===== src/rtl/i2s_audio_out.sv =====
// i2s_audio_out: stereo Philips-I2S transmitter fed from a sample FIFO.
// The CPU pushes {left[15:0], right[15:0]} words. One word is consumed per
// 64-SCLK frame; an empty FIFO at a frame boundary sends silence and raises
// the sticky underrun flag.
//
//   state    | meaning
//   ---------+------------------------------------------------------------
//   ST_IDLE  | enable low: I2S pins low, dividers and bit counter at zero
//   ST_RUN   | transmitting; the first clk of RUN is a frame boundary
module i2s_audio_out #(
  parameter int FIFO_AW  = 4,
  parameter int SCLK_DIV = 16,
  parameter int MCLK_DIV = 4
) (
  input  logic             clk,
  input  logic             reset,
  input  logic             enable,
  input  logic [31:0]      sample_d,
  input  logic             sample_we,
  output logic             fifo_full,
  output logic             fifo_empty,
  output logic [FIFO_AW:0] fifo_count,
  output logic             underrun,
  output logic             overflow,
  input  logic             flags_clr,
  output logic             frame_pop,
  output logic             I2S_MCLK,
  output logic             I2S_SCLK,
  output logic             I2S_LRCLK,
  output logic             I2S_SDIN
);

  localparam int DEPTH  = 1 << FIFO_AW;
  localparam int DIV_W  = $clog2(SCLK_DIV);
  localparam int MDIV_W = $clog2(MCLK_DIV);

  localparam logic [DIV_W-1:0]  DIV_LAST   = DIV_W'(SCLK_DIV - 1);
  localparam logic [DIV_W-1:0]  DIV_HALF   = DIV_W'(SCLK_DIV / 2);
  localparam logic [DIV_W-1:0]  DIV_ONE    = DIV_W'(1);
  localparam logic [MDIV_W-1:0] MDIV_LAST  = MDIV_W'(MCLK_DIV - 1);
  localparam logic [MDIV_W-1:0] MDIV_HALF  = MDIV_W'(MCLK_DIV / 2);
  localparam logic [MDIV_W-1:0] MDIV_ONE   = MDIV_W'(1);
  localparam logic [FIFO_AW:0]  COUNT_FULL = (FIFO_AW + 1)'(DEPTH);
  localparam logic [FIFO_AW:0]  COUNT_ONE  = (FIFO_AW + 1)'(1);
  localparam logic [FIFO_AW-1:0] PTR_ONE   = FIFO_AW'(1);

  localparam logic [0:0] ST_IDLE = 1'b0;
  localparam logic [0:0] ST_RUN  = 1'b1;

  logic [0:0]         r_state;
  logic [31:0]        r_mem [DEPTH];
  logic [FIFO_AW-1:0] r_wr_ptr;
  logic [FIFO_AW-1:0] r_rd_ptr;
  logic [FIFO_AW:0]   r_count;
  logic [DIV_W-1:0]   r_div;
  logic [MDIV_W-1:0]  r_mclk_cnt;
  logic [5:0]         r_bit;
  logic [63:0]        r_shreg;
  logic               r_mclk;
  logic               r_sclk;
  logic               r_lrclk;
  logic               r_sdin;
  logic               r_frame_pop;
  logic               r_underrun;
  logic               r_overflow;

  logic               w_running;
  logic               w_full;
  logic               w_empty;
  logic               w_boundary;
  logic               w_pop;
  logic               w_push;
  logic               w_div_wrap;
  logic [DIV_W-1:0]   w_div_nxt;
  logic [MDIV_W-1:0]  w_mclk_nxt;
  logic [5:0]         w_bit_nxt;
  logic [5:0]         w_sdin_idx;
  logic [31:0]        w_frame;
  logic [63:0]        w_load;

  // Staying in RUN needs enable this cycle; dropping it discards the frame.
  assign w_running  = (r_state == ST_RUN) && enable;
  assign w_full     = (r_count == COUNT_FULL);
  assign w_empty    = (r_count == '0);
  assign w_boundary = w_running && (r_div == '0) && (r_bit == '0);
  assign w_pop      = w_boundary && !w_empty;
  // A pop in the same cycle frees the slot, so a push onto a full FIFO is kept.
  assign w_push     = sample_we && (!w_full || w_pop);
  assign w_div_wrap = (r_div == DIV_LAST);

  // Next counter values; every counter sits at zero outside RUN.
  always_comb begin
    w_div_nxt  = '0;
    w_mclk_nxt = '0;
    w_bit_nxt  = '0;
    if (w_running) begin
      w_div_nxt  = w_div_wrap ? '0 : (r_div + DIV_ONE);
      w_mclk_nxt = (r_mclk_cnt == MDIV_LAST) ? '0 : (r_mclk_cnt + MDIV_ONE);
      w_bit_nxt  = w_div_wrap ? (r_bit + 6'd1) : r_bit;
    end
  end

  // Frame word: delay bit, 16 data bits, zero padding, per channel.
  always_comb begin
    w_frame    = w_empty ? 32'h0 : r_mem[r_rd_ptr];
    w_load     = {1'b0, w_frame[31:16], 15'b0, 1'b0, w_frame[15:0], 15'b0};
    w_sdin_idx = 6'd63 - w_bit_nxt;
  end

  // Run/idle state follows enable directly.
  always_ff @(posedge clk or posedge reset) begin
    if (reset) begin
      r_state <= ST_IDLE;
    end else begin
      r_state <= enable ? ST_RUN : ST_IDLE;
    end
  end

  // Bit-clock divider, master-clock divider and frame bit counter.
  always_ff @(posedge clk or posedge reset) begin
    if (reset) begin
      r_div      <= '0;
      r_mclk_cnt <= '0;
      r_bit      <= '0;
    end else begin
      r_div      <= w_div_nxt;
      r_mclk_cnt <= w_mclk_nxt;
      r_bit      <= w_bit_nxt;
    end
  end

  // FIFO storage; contents need no reset since the pointers qualify them.
  always_ff @(posedge clk) begin
    if (w_push) begin
      r_mem[r_wr_ptr] <= sample_d;
    end
  end

  // FIFO pointers and occupancy.
  always_ff @(posedge clk or posedge reset) begin
    if (reset) begin
      r_wr_ptr <= '0;
      r_rd_ptr <= '0;
      r_count  <= '0;
    end else begin
      if (w_push) begin
        r_wr_ptr <= r_wr_ptr + PTR_ONE;
      end
      if (w_pop) begin
        r_rd_ptr <= r_rd_ptr + PTR_ONE;
      end
      case ({w_push, w_pop})
        2'b10:   r_count <= r_count + COUNT_ONE;
        2'b01:   r_count <= r_count - COUNT_ONE;
        default: r_count <= r_count;
      endcase
    end
  end

  // Frame shift register: loaded at each boundary, cleared when leaving RUN.
  always_ff @(posedge clk or posedge reset) begin
    if (reset) begin
      r_shreg <= '0;
    end else if (w_boundary) begin
      r_shreg <= w_load;
    end else if (!enable) begin
      r_shreg <= '0;
    end
  end

  // I2S pins, registered from the next counter values so they line up with them.
  always_ff @(posedge clk or posedge reset) begin
    if (reset) begin
      r_mclk  <= 1'b0;
      r_sclk  <= 1'b0;
      r_lrclk <= 1'b0;
      r_sdin  <= 1'b0;
    end else if (!enable) begin
      r_mclk  <= 1'b0;
      r_sclk  <= 1'b0;
      r_lrclk <= 1'b0;
      r_sdin  <= 1'b0;
    end else begin
      r_mclk  <= (w_mclk_nxt < MDIV_HALF);
      r_sclk  <= (w_div_nxt >= DIV_HALF);
      r_lrclk <= w_bit_nxt[5];
      // Data only changes with the SCLK falling edge; bit 63 of the
      // frame word is always zero, so the boundary slot is silent.
      if (w_div_nxt == '0) begin
        r_sdin <= r_shreg[w_sdin_idx];
      end
    end
  end

  // Pop pulse and sticky status flags; a set in the same cycle beats a clear.
  always_ff @(posedge clk or posedge reset) begin
    if (reset) begin
      r_frame_pop <= 1'b0;
      r_underrun  <= 1'b0;
      r_overflow  <= 1'b0;
    end else begin
      r_frame_pop <= w_pop;
      if (w_boundary && w_empty) begin
        r_underrun <= 1'b1;
      end else if (flags_clr) begin
        r_underrun <= 1'b0;
      end
      if (sample_we && w_full && !w_pop) begin
        r_overflow <= 1'b1;
      end else if (flags_clr) begin
        r_overflow <= 1'b0;
      end
    end
  end

  assign fifo_full  = w_full;
  assign fifo_empty = w_empty;
  assign fifo_count = r_count;
  assign underrun   = r_underrun;
  assign overflow   = r_overflow;
  assign frame_pop  = r_frame_pop;
  assign I2S_MCLK   = r_mclk;
  assign I2S_SCLK   = r_sclk;
  assign I2S_LRCLK  = r_lrclk;
  assign I2S_SDIN   = r_sdin;

endmodule

===== config.mk =====
export PLATFORM = sky130hd
export DESIGN_NAME = i2s_audio_out
export DESIGN_NICKNAME = d
export VERILOG_FILES = /design/src/rtl/i2s_audio_out.sv
export SDC_FILE = /design/constraint.sdc
export NUM_CORES = 1
export LEC_CHECK = 0
export BUFFER_PORTS_ARGS = -buffer_cell sky130_fd_sc_hd__buf_2
export CAP_MARGIN = 20
export CORE_MARGIN = 4
export CORE_UTILIZATION = 45
export CTS_BUF_LIST = sky130_fd_sc_hd__clkbuf_16
export CTS_CLUSTER_SIZE = 12
export DETAILED_ROUTE_END_ITERATION = 10
export SLEW_MARGIN = 20
export SYNTH_ARGS = -nofsm -noshare
export SYNTH_HDL_FRONTEND = slang
export SYNTH_SLANG_ARGS = --single-unit

===== constraint.sdc =====
create_clock -name clk -period 4.7 [get_ports clk]
set_clock_uncertainty 0.2 [all_clocks]
set_input_delay 0.47 -clock clk [delete_from_list [all_inputs] [get_ports clk]]
set_output_delay 0.47 -clock clk [all_outputs]
set_load 0.05 [all_outputs]

==> out/qor.yml, run 1 <==
synth:
  yosysTopAreaCell: "edfxtp_1"
  ys_seq_elements: 577
  synth_area_sq_mm: 0.0225
  seq_area_frac_synth_pct: 75.5
  syn_inst: 1074
  syn-mean-instance-area_sq_um: 21.0
  synth_nets: 1122
  synth_flop_cell: "edfxtp_1"
  ys_top_cells_by_area: "edfxtp_1, mux4_2, dfrtp_1"
  yosysWarnings: 0
  async_flop_share_pct: 11.3
  synth_cell_type_count: 52
  synth_most_common_cell: "edfxtp_1"
  synth_top_area_share_pct: 68.3
  synth-edff-count: 512
  synthTopCellsByCount: "edfxtp_1, mux4_2, dfrtp_1, mux2i_1, a22o_1"
placement:
  place_ws_ns: 0.871
  port_buffers: 50
  gp_congestion: 0.793
  dp_hpwl_mm: 29.6
  placed_cells: 1761
cells_and_area:
  nets: 1212
  n_antenna_cell: 0
  regArea_sq_mm: 0.0170
  area_growth_syn_to_layout_pct: 13.7
  final_cells: 1866
  drive_gt1_share_pct: 26.9
  fillers: 3914
  multi_input_area_sq_mm: 0.00532
timing:
  hold_viol_final: 0
  fin_crit_sh_pct: 80.0
  max_freq_mhz: 266
  drv_slew: 0
  min_period_ns: 3.76
  relSlewSlack_pct: 28.1
  worst_slack_ns: 0.941
  setup_viol: 0
  rsz0062_at_grt: "no"
  tightest_slew_ns: 1.08
  fin_setup_tns_ns: 0
worst_setup_path:
  setup.worst_path.start: "r_bit[0]$_DFF_PP0_"
  timing.critical_path.to: "r_mem[7][30]$_DFFE_PP_"
  worstPathRequired_ns: 4.83
  cp_max_fo: 24
  endpoint_kind: "register"
  startpoint_type: "register"
  rrSetupSlack_ns: 0.94
  cp.arrival_ns: 3.89
  critPathKind: "register to register"
  worstRegToRegCells: 8
  r2r-end: "r_mem[7][30]$_DFFE_PP_"
  reg2reg_from: "r_bit[0]$_DFF_PP0_"
route:
  drt_iter0_drc: 986
  first_pass_iters: 5
  avgViaCountPerCell: 5.70
  detail-route-antenna-nets: 0
  post-route-drc-count: 0
  wl_per_cell_microns: 25.6
  drt-total-wl_mm: 47.9
  vias: 10600
power:
  power_frac_comb_pct: 26.0
  power_leakage_nw: 8.51
  ir_drop_mv: 0.327
  p_seq_share_pct: 45.6
  p_int_w: 0.0104
  switchingPower_w: 0.00448
  p_per_area_mw_per_mm2: 579
  p_sw_share_pct: 30.2
  clockPowerShare_pct: 28.4
die:
  die_area_sq_mm: 0.0537
  rows: 81
  dieHeight_microns: 232
  initial_core_util_pct: 45.7
  num_io_pins: 51
  placeableCoreArea_sq_mm: 0.0493
  die_x_microns: 232
cts:
  cts-htree-levels: 2
  cts_root_buf: "clkbuf_16"
  insertion_delay_ns: 0.62
  clockBufferDepth: 3
  cts_tree: "done"
  cts_sinks: 577
  clk_pin_slew_worst_paths_ns: 0.06
  cts_inserted_buffers: 59
  post_cts_resized: 0
grt:
  grtUsageTotal_pct: 18.2
  grt_pass1_wl_mm: 72.7
  first_global_vias: 11000
  grt-ovfl-total: 0
  grt_max_degree: 50
  grt_antenna_before_repair: 2
min_path:
  hp-class: "input pin to register"
run_status:
  status: "complete, no violations"
job:
  maxCapViolCount: 0
[cell families after synthesis]
family                     share of synthesized area (%)
AOI/OAI and AO/OA                                   3.36
buffers and inverters                               1.57
xor gates and xnor gates                           0.583
muxes                                               15.8
adders and majority gates                          0.611
DFF                                                 75.5
and+or+nand+nor                                     2.60
[how the worst min path moves through the flow]
stage	cells after the start	from	slack (ns)	end
global placement	1	r_mclk_cnt[0]$_DFF_PP0_	0.23	r_mclk_cnt[0]$_DFF_PP0_
detailed placement	1	r_mclk_cnt[0]$_DFF_PP0_	0.23	r_mclk_cnt[0]$_DFF_PP0_
floorplan	1	r_mclk_cnt[0]$_DFF_PP0_	0.21	r_mclk_cnt[0]$_DFF_PP0_
CTS	1	sample_d[27]	0.02	r_mem[5][27]$_DFFE_PP_
finish	1	sample_d[25]	0.05	r_mem[4][25]$_DFFE_PP_
global route	1	sample_d[25]	0.04	r_mem[7][25]$_DFFE_PP_
[what timing repair did]
action | 4_1_cts | 5_1_grt
buffers inserted | 0 | 0
hold endpoints to repair | 33 | 0
hold buffers | 4 | 0
[power by group through the flow]
stage	Clock (W)	Sequential [W]	Combinational, W
after floorplan	0	0.00654	0.00281
after global placement	0	0.00687	0.00388
after detailed placement	0	0.00689	0.00391
after CTS	0.00432	0.00678	0.00393
after global routing	0.00453	0.00685	0.00417
final	0.00422	0.00676	0.00386
[worst max-delay path, stage by stage, from the launching register on]
cell and delay (ns):
dfrtp_1 0.44, inv_1 0.08, ha_1 0.14, and4bb_1 0.19, nand4_1 0.23, a21oi_1 0.61
nand2_1 0.42, nor2_4 0.84, buf_4 0.32
[metrics by stage]
| step | instance area, sq um | power (W) | util, % | hold WS [ns] |
|---|---|---|---|---|
| 6_report | 25600 | 0.0148 | 52.0 | 0.0513 |
| 5_1_grt | 25600 | 0.0155 | 52.0 | 0.0450 |
| 3_5_place_dp | 23800 | 0.0108 | 48.3 | 0.231 |
| 4_1_cts | 25600 | 0.0150 | 51.9 | 0.0205 |
| 3_3_place_gp | 23800 | 0.0108 | 48.2 | 0.227 |
| 2_1_floorplan | 22500 | 0.00936 | - | 0.215 |
[flip-flops by register name, indices dropped and copies added, names as in the netlist]
signal and flops:
r_mem 512, r_shreg 32, r_bit 6, fifo_count 5, r_div 4, r_rd_ptr 4, r_wr_ptr 4, r_mclk_cnt 2
I2S_LRCLK 1, I2S_MCLK 1, I2S_SCLK 1, I2S_SDIN 1, frame_pop 1, overflow 1, r_state 1, underrun 1
[per-layer routing]
layer	wire length (microns)	track usage (%)	up-vias
met3	2490	2.71	66
met5	0	0	-
met1	22200	28.5	5689
met2	22300	27.5	269
li1	-	-	4617
met4	772	4.13	0
[area by class of cell]
| class | count | area share [%] |
|---|---|---|
| Timing Repair Buffer | 89 | 2.56 |
| Inverter | 16 | 0.249 |
| Multi-Input combinational cell | 421 | 20.8 |
| Tap cell | 664 | 3.24 |
| Clock inverter | 40 | 1.00 |
| Sequential cell | 577 | 66.4 |
| Clock buffer | 59 | 5.76 |
[placed cells by master (no fill, tap or decap), types with 6 or more instances in the layout]
cell and n:
inv_1 28, nand4_1 6, mux4_2 135, buf_2 50, nand3_1 10, mux2i_1 43
clkbuf_16 59, a22o_1 32, clkinv_1 14, dfrtp_1 61, nor2b_1 28, nor2_1 7
ha_1 11, nand2_1 12, a211oi_1 26, a21oi_1 31, edfxtp_1 512, nor2_4 13
buf_4 28, clkinv_2 6, xnor2_1 11
(Power assumes the default switching activity.)
==> run 2: changes to the inputs <==
clock period = 3.11 ns   (was 4.7 ns; I/O delays follow)
==> run 2 against run 1 <==
Against the previous run:
- count of clock-buffer cells in the layout grew 1
- hold slack gained 0.16 ns
- final area grew 3.1%
- non-clock buffer count grew 57
- via count is essentially flat
- critical path depth grew 1
- final cell count grew 3.3%
- utilization grew 1.6 points
- combinational power grew 53%
- power grew 52%
- clock power grew 53%
- critical path type unchanged
==> out/qor.yml, run 2 (synthesized netlist as in run 1, its figures left out) <==
run_status:
  status: "complete, no violations"
cells_and_area:
  final_common_cell: "edfxtp_1"
  drive_gt1_share_pct: 28.3  # +1.4 points
  reg_top3: "r_mem: 512 flops, r_shreg: 32 flops, r_bit: 6 flops"
  largest_register_ffs: 512  # unchanged
  multi_input_area_sq_mm: 0.00533  # +0.31%
  layout_common_cells: "edfxtp_1, mux4_2, clkbuf_16"
  nets: 1269  # +4.7%
  top_register: "r_mem"
  area_growth_syn_to_layout_pct: 17.2
  regArea_sq_mm: 0.0170  # about the same
  fillers: 3852  # -1.6%
route:
  drt_iter0_drc: 769  # -22%
  detail-route-antenna-nets: 0  # unchanged
  drt-total-wl_mm: 47.7  # -0.40%
  first_pass_iters: 4  # -1
  avgViaCountPerCell: 5.52  # -3.3%
  wl_per_cell_microns: 24.7  # -3.6%
  post-route-drc-count: 0  # unchanged
  vias: 10600  # -0.038%
grt:
  grt_max_degree: 54  # +8.0%
  grtUsageTotal_pct: 18.1  # -0.10 points
  first_global_vias: 11100  # +0.84%
  grt-ovfl-total: 0  # unchanged
  grt_pass1_wl_mm: 72.0  # -1.1%
  grt_antenna_before_repair: 1  # -1
die:
  placeableCoreArea_sq_mm: 0.0493  # unchanged
  num_io_pins: 51  # unchanged
  rows: 81  # unchanged
  die_x_microns: 232  # unchanged
  dieHeight_microns: 232  # unchanged
  initial_core_util_pct: 45.7  # unchanged
  die_area_sq_mm: 0.0537  # unchanged
timing:
  relSlewSlack_pct: 41.5  # +13 points
  setup_viol: 0  # unchanged
  tightest_slew_ns: 0.878  # -0.198 ns
  drv_slew: 0  # unchanged
  fin_setup_tns_ns: 0  # unchanged
  fin_crit_sh_pct: 93.9  # +14 points
  rsz0062_at_grt: "no"
  min_period_ns: 2.92  # -0.838 ns
  worst_hold_slack_ns: 0.215  # +0.164 ns
  max_freq_mhz: 342  # +29%
  hold_viol_final: 0  # unchanged
placement:
  port_buffers: 50  # unchanged
  dp_hpwl_mm: 27.2  # -8.0%
  gp_congestion: 0.818  # +3.2%
worst_setup_path:
  r2r-end: "I2S_SDIN$_DFFE_PP0P_"
  critPathMaxStageDelay_ns: 0.44  # -0.40 ns
  startpoint_type: "register"
  rrSetupSlack_ns: 0.19  # -0.75 ns
  path_cells: "ha_1, and3_1, mux2i_4, buf_4, mux2i_1, nand3_1, a41oi_1, a211oi_1, o31a_1"
  critPathSlowestCell: "mux2i_4"
  critPathKind: "register to register"
  reg2reg_from: "r_div[0]$_DFF_PP0_"
  worstRegToRegCells: 9  # +1
  worstPathRequired_ns: 3.41  # -1.42 ns
  cp.arrival_ns: 3.22  # -0.67 ns
  endpoint_kind: "register"
  cp_max_fo: 8  # -67%
cts:
  clk_pin_slew_worst_paths_ns: 0.06  # about the same
  cts-htree-levels: 2  # unchanged
  cts_root_buf: "clkbuf_16"
  cts_tree: "done"
  cts_inserted_buffers: 59  # unchanged
  clockBufferDepth: 3  # unchanged
  insertion_delay_ns: 0.62  # about the same
  cts_sinks: 577  # unchanged
  post-cts-setup-buffer-count: 0  # unchanged
min_path:
  hp-class: "input pin to async pin"
job:
  maxCapViolCount: 0  # unchanged
power:
  ir_drop_mv: 0.430  # +32%
  p_per_area_mw_per_mm2: 855  # +47%
  power_leakage_nw: 8.88  # +4.3%
## run 2: changes by cell type in the layout (fill, tap and decap cells not counted), moves of 2 or more
cell,delta
inv_2,+3
dfrtp_1,-2
buf_16,-2
dfrtp_2,+2
buf_4,+6
buf_12,+21
dlygate4sd3_1,+32
clkinv_1,-5
inv_1,+5
## run 2: what timing repair did
action                                 CTS  global route
hold buffers                            36             0
resized for setup                        0             0
endpoints found under the hold margin  569             0
## run 2: worst max-delay path: cells and delay by family, from the launching register on
| family | cells | cell delay, ns |
|---|---|---|
| multiplexers | 2 | 0.64 |
| AO/OA/AOI/OAI | 3 | 0.61 |
| AND/OR/NAND/NOR | 2 | 0.49 |
| buffers and inverters | 1 | 0.24 |
| flip-flops | 1 | 0.39 |
| adder cells (fa/ha/maj) | 1 | 0.24 |
## run 2: area by class of cell
cell class	instances	area share, %
diodes	1	0.00948
flip-flops and latches	577	64.5
repair buffers	146	5.25
clock inverters	43	1.01
clock buffers	60	5.69
multi-input cells	421	20.2
inverters	16	0.246
well taps	664	3.15
## run 2: worst max-delay path by stage
stage / start / slack (ns) / to
after CTS: r_div[0]$_DFF_PP0_ / 0.18 / I2S_SDIN$_DFFE_PP0P_
after floorplan: fifo_count[2]$_DFFE_PP0P_ / 0.00009 / r_mem[12][0]$_DFFE_PP_
after detailed placement: r_div[0]$_DFF_PP0_ / 0.20 / I2S_SDIN$_DFFE_PP0P_
after global routing: r_div[0]$_DFF_PP0_ / 0.008 / I2S_SDIN$_DFFE_PP0P_
after global placement: r_div[0]$_DFF_PP0_ / 0.23 / I2S_SDIN$_DFFE_PP0P_
final: r_div[0]$_DFF_PP0_ / 0.19 / I2S_SDIN$_DFFE_PP0P_
## run 2: metrics by stage
step	instance area (sq um)	worst slack, ns	utilization, %	total power (W)	std cells
after floorplan	22600	0.0000857	-	0.0142	1074
after global placement	24300	0.231	49.3	0.0163	1788
after detailed placement	24300	0.198	49.3	0.0164	1788
after CTS	26400	0.185	53.6	0.0229	1927
after global routing	26400	0.00804	53.6	0.0236	1927
final	26400	0.189	53.6	0.0226	1928
## run 2: layer usage
layer / track usage [%] / share of wire, %
met3: 2.71 / 4.3
met5: 0 / 0
met2: 28.4 / 47
met4: 5.75 / 2.6
met1: 26.6 / 46
## run 2: where the power goes
group          switching, W  internal, W  total, W
registers          0.000814      0.00938    0.0102
logic               0.00297      0.00295   0.00592
clock network       0.00281      0.00364   0.00645
total               0.00660       0.0160    0.0226
==> run 3: changes to the inputs <==
CORE_UTILIZATION = 50   (was 45)
PLACE_DENSITY = 0.69   (was unset)
SKIP_LAST_GASP = 1   (was unset)
==> run 3 against run 2 <==
Against the previous run:
- power decreased by 0.30%
- routed wire length decreased by 0.80%
- global-route usage increased by 2.1 points
- via count increased by 3.8%
- register-to-register slack about the same
- final area decreased by 0.46%
- count of clock-buffer cells in the layout decreased by 1
- hold slack got worse by 0.14 ns
- maximum frequency decreased by 0.47%
- worst setup slack got worse by 0.014 ns
- critical path type unchanged
- critical endpoint unchanged
- highest routed layer is now met5
==> out/qor.yml, run 3 (synthesized netlist as in run 1, its figures left out) <==
worst_setup_path:
  cp.arrival_ns: 3.21  # about the same
  endpoint_kind: "register"
  worstRegToRegCells: 9  # unchanged
  crit_cells: 9  # unchanged
  crit_family: "multiplexers"
  critical_path_buf_inv_count: 1  # unchanged
  path_cells: "ha_1, and3_1, mux2i_4, buf_4, mux2i_1, nand3_1, a41oi_1, a211oi_1, o31a_1"
  startpoint_type: "register"
  critPathSlowestCell: "mux2i_4"
  worstPathRequired_ns: 3.38  # -0.03 ns
  critPathMaxStageDelay_ns: 0.54  # +0.10 ns
  cp_max_fo: 13  # +5
  critPathKind: "register to register"
timing:
  tightest_slew_ns: 0.685  # -0.193 ns
  fin_setup_tns_ns: 0  # unchanged
  relSlewSlack_pct: 54.4  # +13 points
  max_freq_mhz: 341  # -0.47%
  min_period_ns: 2.93  # +0.0139 ns
  drv_slew: 0  # unchanged
  worst_hold_slack_ns: 0.0703  # -0.145 ns
  fin_crit_sh_pct: 94.4  # +0.45 points
  setup_viol: 0  # unchanged
  hold_viol_final: 0  # unchanged
  rsz0062_at_grt: "no"
cts:
  clockBufferDepth: 3  # unchanged
  cts_sinks: 577  # unchanged
  cts-htree-levels: 2  # unchanged
  clk_pin_slew_worst_paths_ns: 0.06  # about the same
  insertion_delay_ns: 0.59  # -0.03 ns
  cts_inserted_buffers: 57  # -3.4%
  cts_root_buf: "clkbuf_16"
  cts_tree: "done"
cells_and_area:
  final_common_cell: "edfxtp_1"
  n_antenna_cell: 0  # -1
  regArea_sq_mm: 0.0170  # unchanged
  largest_register_ffs: 512  # unchanged
  layout_common_cells: "edfxtp_1, mux4_2, dfrtp_1, clkbuf_16, buf_4"
  top_register: "r_mem"
  drive_gt1_share_pct: 28.2  # -0.029 points
  fillers: 3169  # -18%
  multi_input_area_sq_mm: 0.00533  # unchanged
  area_growth_syn_to_layout_pct: 16.7
  reg_top3: "r_mem: 512 flops, r_shreg: 32 flops, r_bit: 6 flops"
  nets: 1282  # +1.0%
grt:
  grt_pass1_wl_mm: 72.6  # +0.85%
  grtUsageTotal_pct: 20.2  # +2.1 points
  first_global_vias: 11400  # +2.6%
  grt_antenna_before_repair: 1  # unchanged
  grt_max_degree: 38  # -30%
  grt-ovfl-total: 0  # unchanged
route:
  detail-route-antenna-nets: 0  # unchanged
  vias: 11000  # +3.8%
  avgViaCountPerCell: 5.89  # +6.8%
  drt_iter0_drc: 987  # +28%
  drt-total-wl_mm: 47.3  # -0.80%
  first_pass_iters: 5  # +1
  wl_per_cell_microns: 25.2  # +2.1%
  post-route-drc-count: 0  # unchanged
die:
  die_x_microns: 220  # -5.0%
  die_area_sq_mm: 0.0485  # -9.7%
  initial_core_util_pct: 50.7  # +5.0 points
  num_io_pins: 51  # unchanged
  placeableCoreArea_sq_mm: 0.0444  # -9.8%
  dieHeight_microns: 220  # -5.0%
  rows: 77  # -4.9%
min_path:
  hp-class: "input pin to async pin"
placement:
  port_buffers: 50  # unchanged
  gp_congestion: 0.845  # +3.3%
  dp_hpwl_mm: 27.7  # +1.8%
power:
  ir_drop_mv: 0.557  # +30%
  power_leakage_nw: 8.96  # +0.91%
  p_per_area_mw_per_mm2: 856  # +0.17%
run_status:
  status: "complete, no violations"
job:
  maxCapViolCount: 0  # unchanged
## run 3: where the power goes
part	switching (W)	leakage, nW	internal, W
clock	0.00272	0.969	0.00347
sequential	0.000747	5.47	0.00938
combinational	0.00312	2.52	0.00305
## run 3: metrics by stage
stage	instances	total power, W	area, sq um	util (%)	worst slack (ns)
2_1_floorplan	1074	0.0142	22600	-	0.0000857
3_3_place_gp	1730	0.0164	24200	54.5	0.256
3_5_place_dp	1730	0.0165	24200	54.5	0.176
4_1_cts	1874	0.0228	26300	59.2	0.171
5_1_grt	1874	0.0236	26300	59.2	0.0406
6_report	1874	0.0225	26300	59.2	0.175
## run 3: path summary, 6_finish.rpt
path	startpoint	end	slack (ns)
max reg2reg	r_div[0]$_DFF_PP0_	I2S_SDIN$_DFFE_PP0P_	0.18
min	reset	r_div[0]$_DFF_PP0_	0.07
max	r_div[0]$_DFF_PP0_	I2S_SDIN$_DFFE_PP0P_	0.18
min reg2reg	r_mclk_cnt[0]$_DFF_PP0_	r_mclk_cnt[0]$_DFF_PP0_	0.24
max in group asynchronous	reset	r_rd_ptr[3]$_DFFE_PP0N_	1.85
min in group clk	r_mclk_cnt[0]$_DFF_PP0_	r_mclk_cnt[0]$_DFF_PP0_	0.24
## run 3: per-layer routing
| metal | share of wire, % | global-route usage, % | up-vias | routed length [microns] |
|---|---|---|---|---|
| met5 | 0.027 | 0 | - | 13 |
| met1 | 43 | 29.6 | 5851 | 20500 |
| met3 | 5.8 | 3.10 | 72 | 2720 |
| li1 | - | - | 4786 | - |
| met4 | 2.1 | 5.40 | 2 | 1010 |
| met2 | 49 | 32.5 | 330 | 23000 |
## run 3: cell type report
type,instances,share of cell area (%)
Timing Repair Buffer,161,5.43
Multi-Input combinational cell,421,20.3
Tap cell,592,2.82
Inverter,16,0.243
Clock inverter,48,0.852
Clock buffer,59,5.62
Sequential cell,577,64.8
## run 3: what timing repair did
item	4_1_cts	5_1_grt
endpoints found under the hold margin	586	0
resized for setup	0	0
setup buffers	0	0
hold buffers	37	0
## run 3: worst min-delay path, delay by kind of cell
family | cells | cell delay (ns)
buffers and inverters | 3 | 0.96
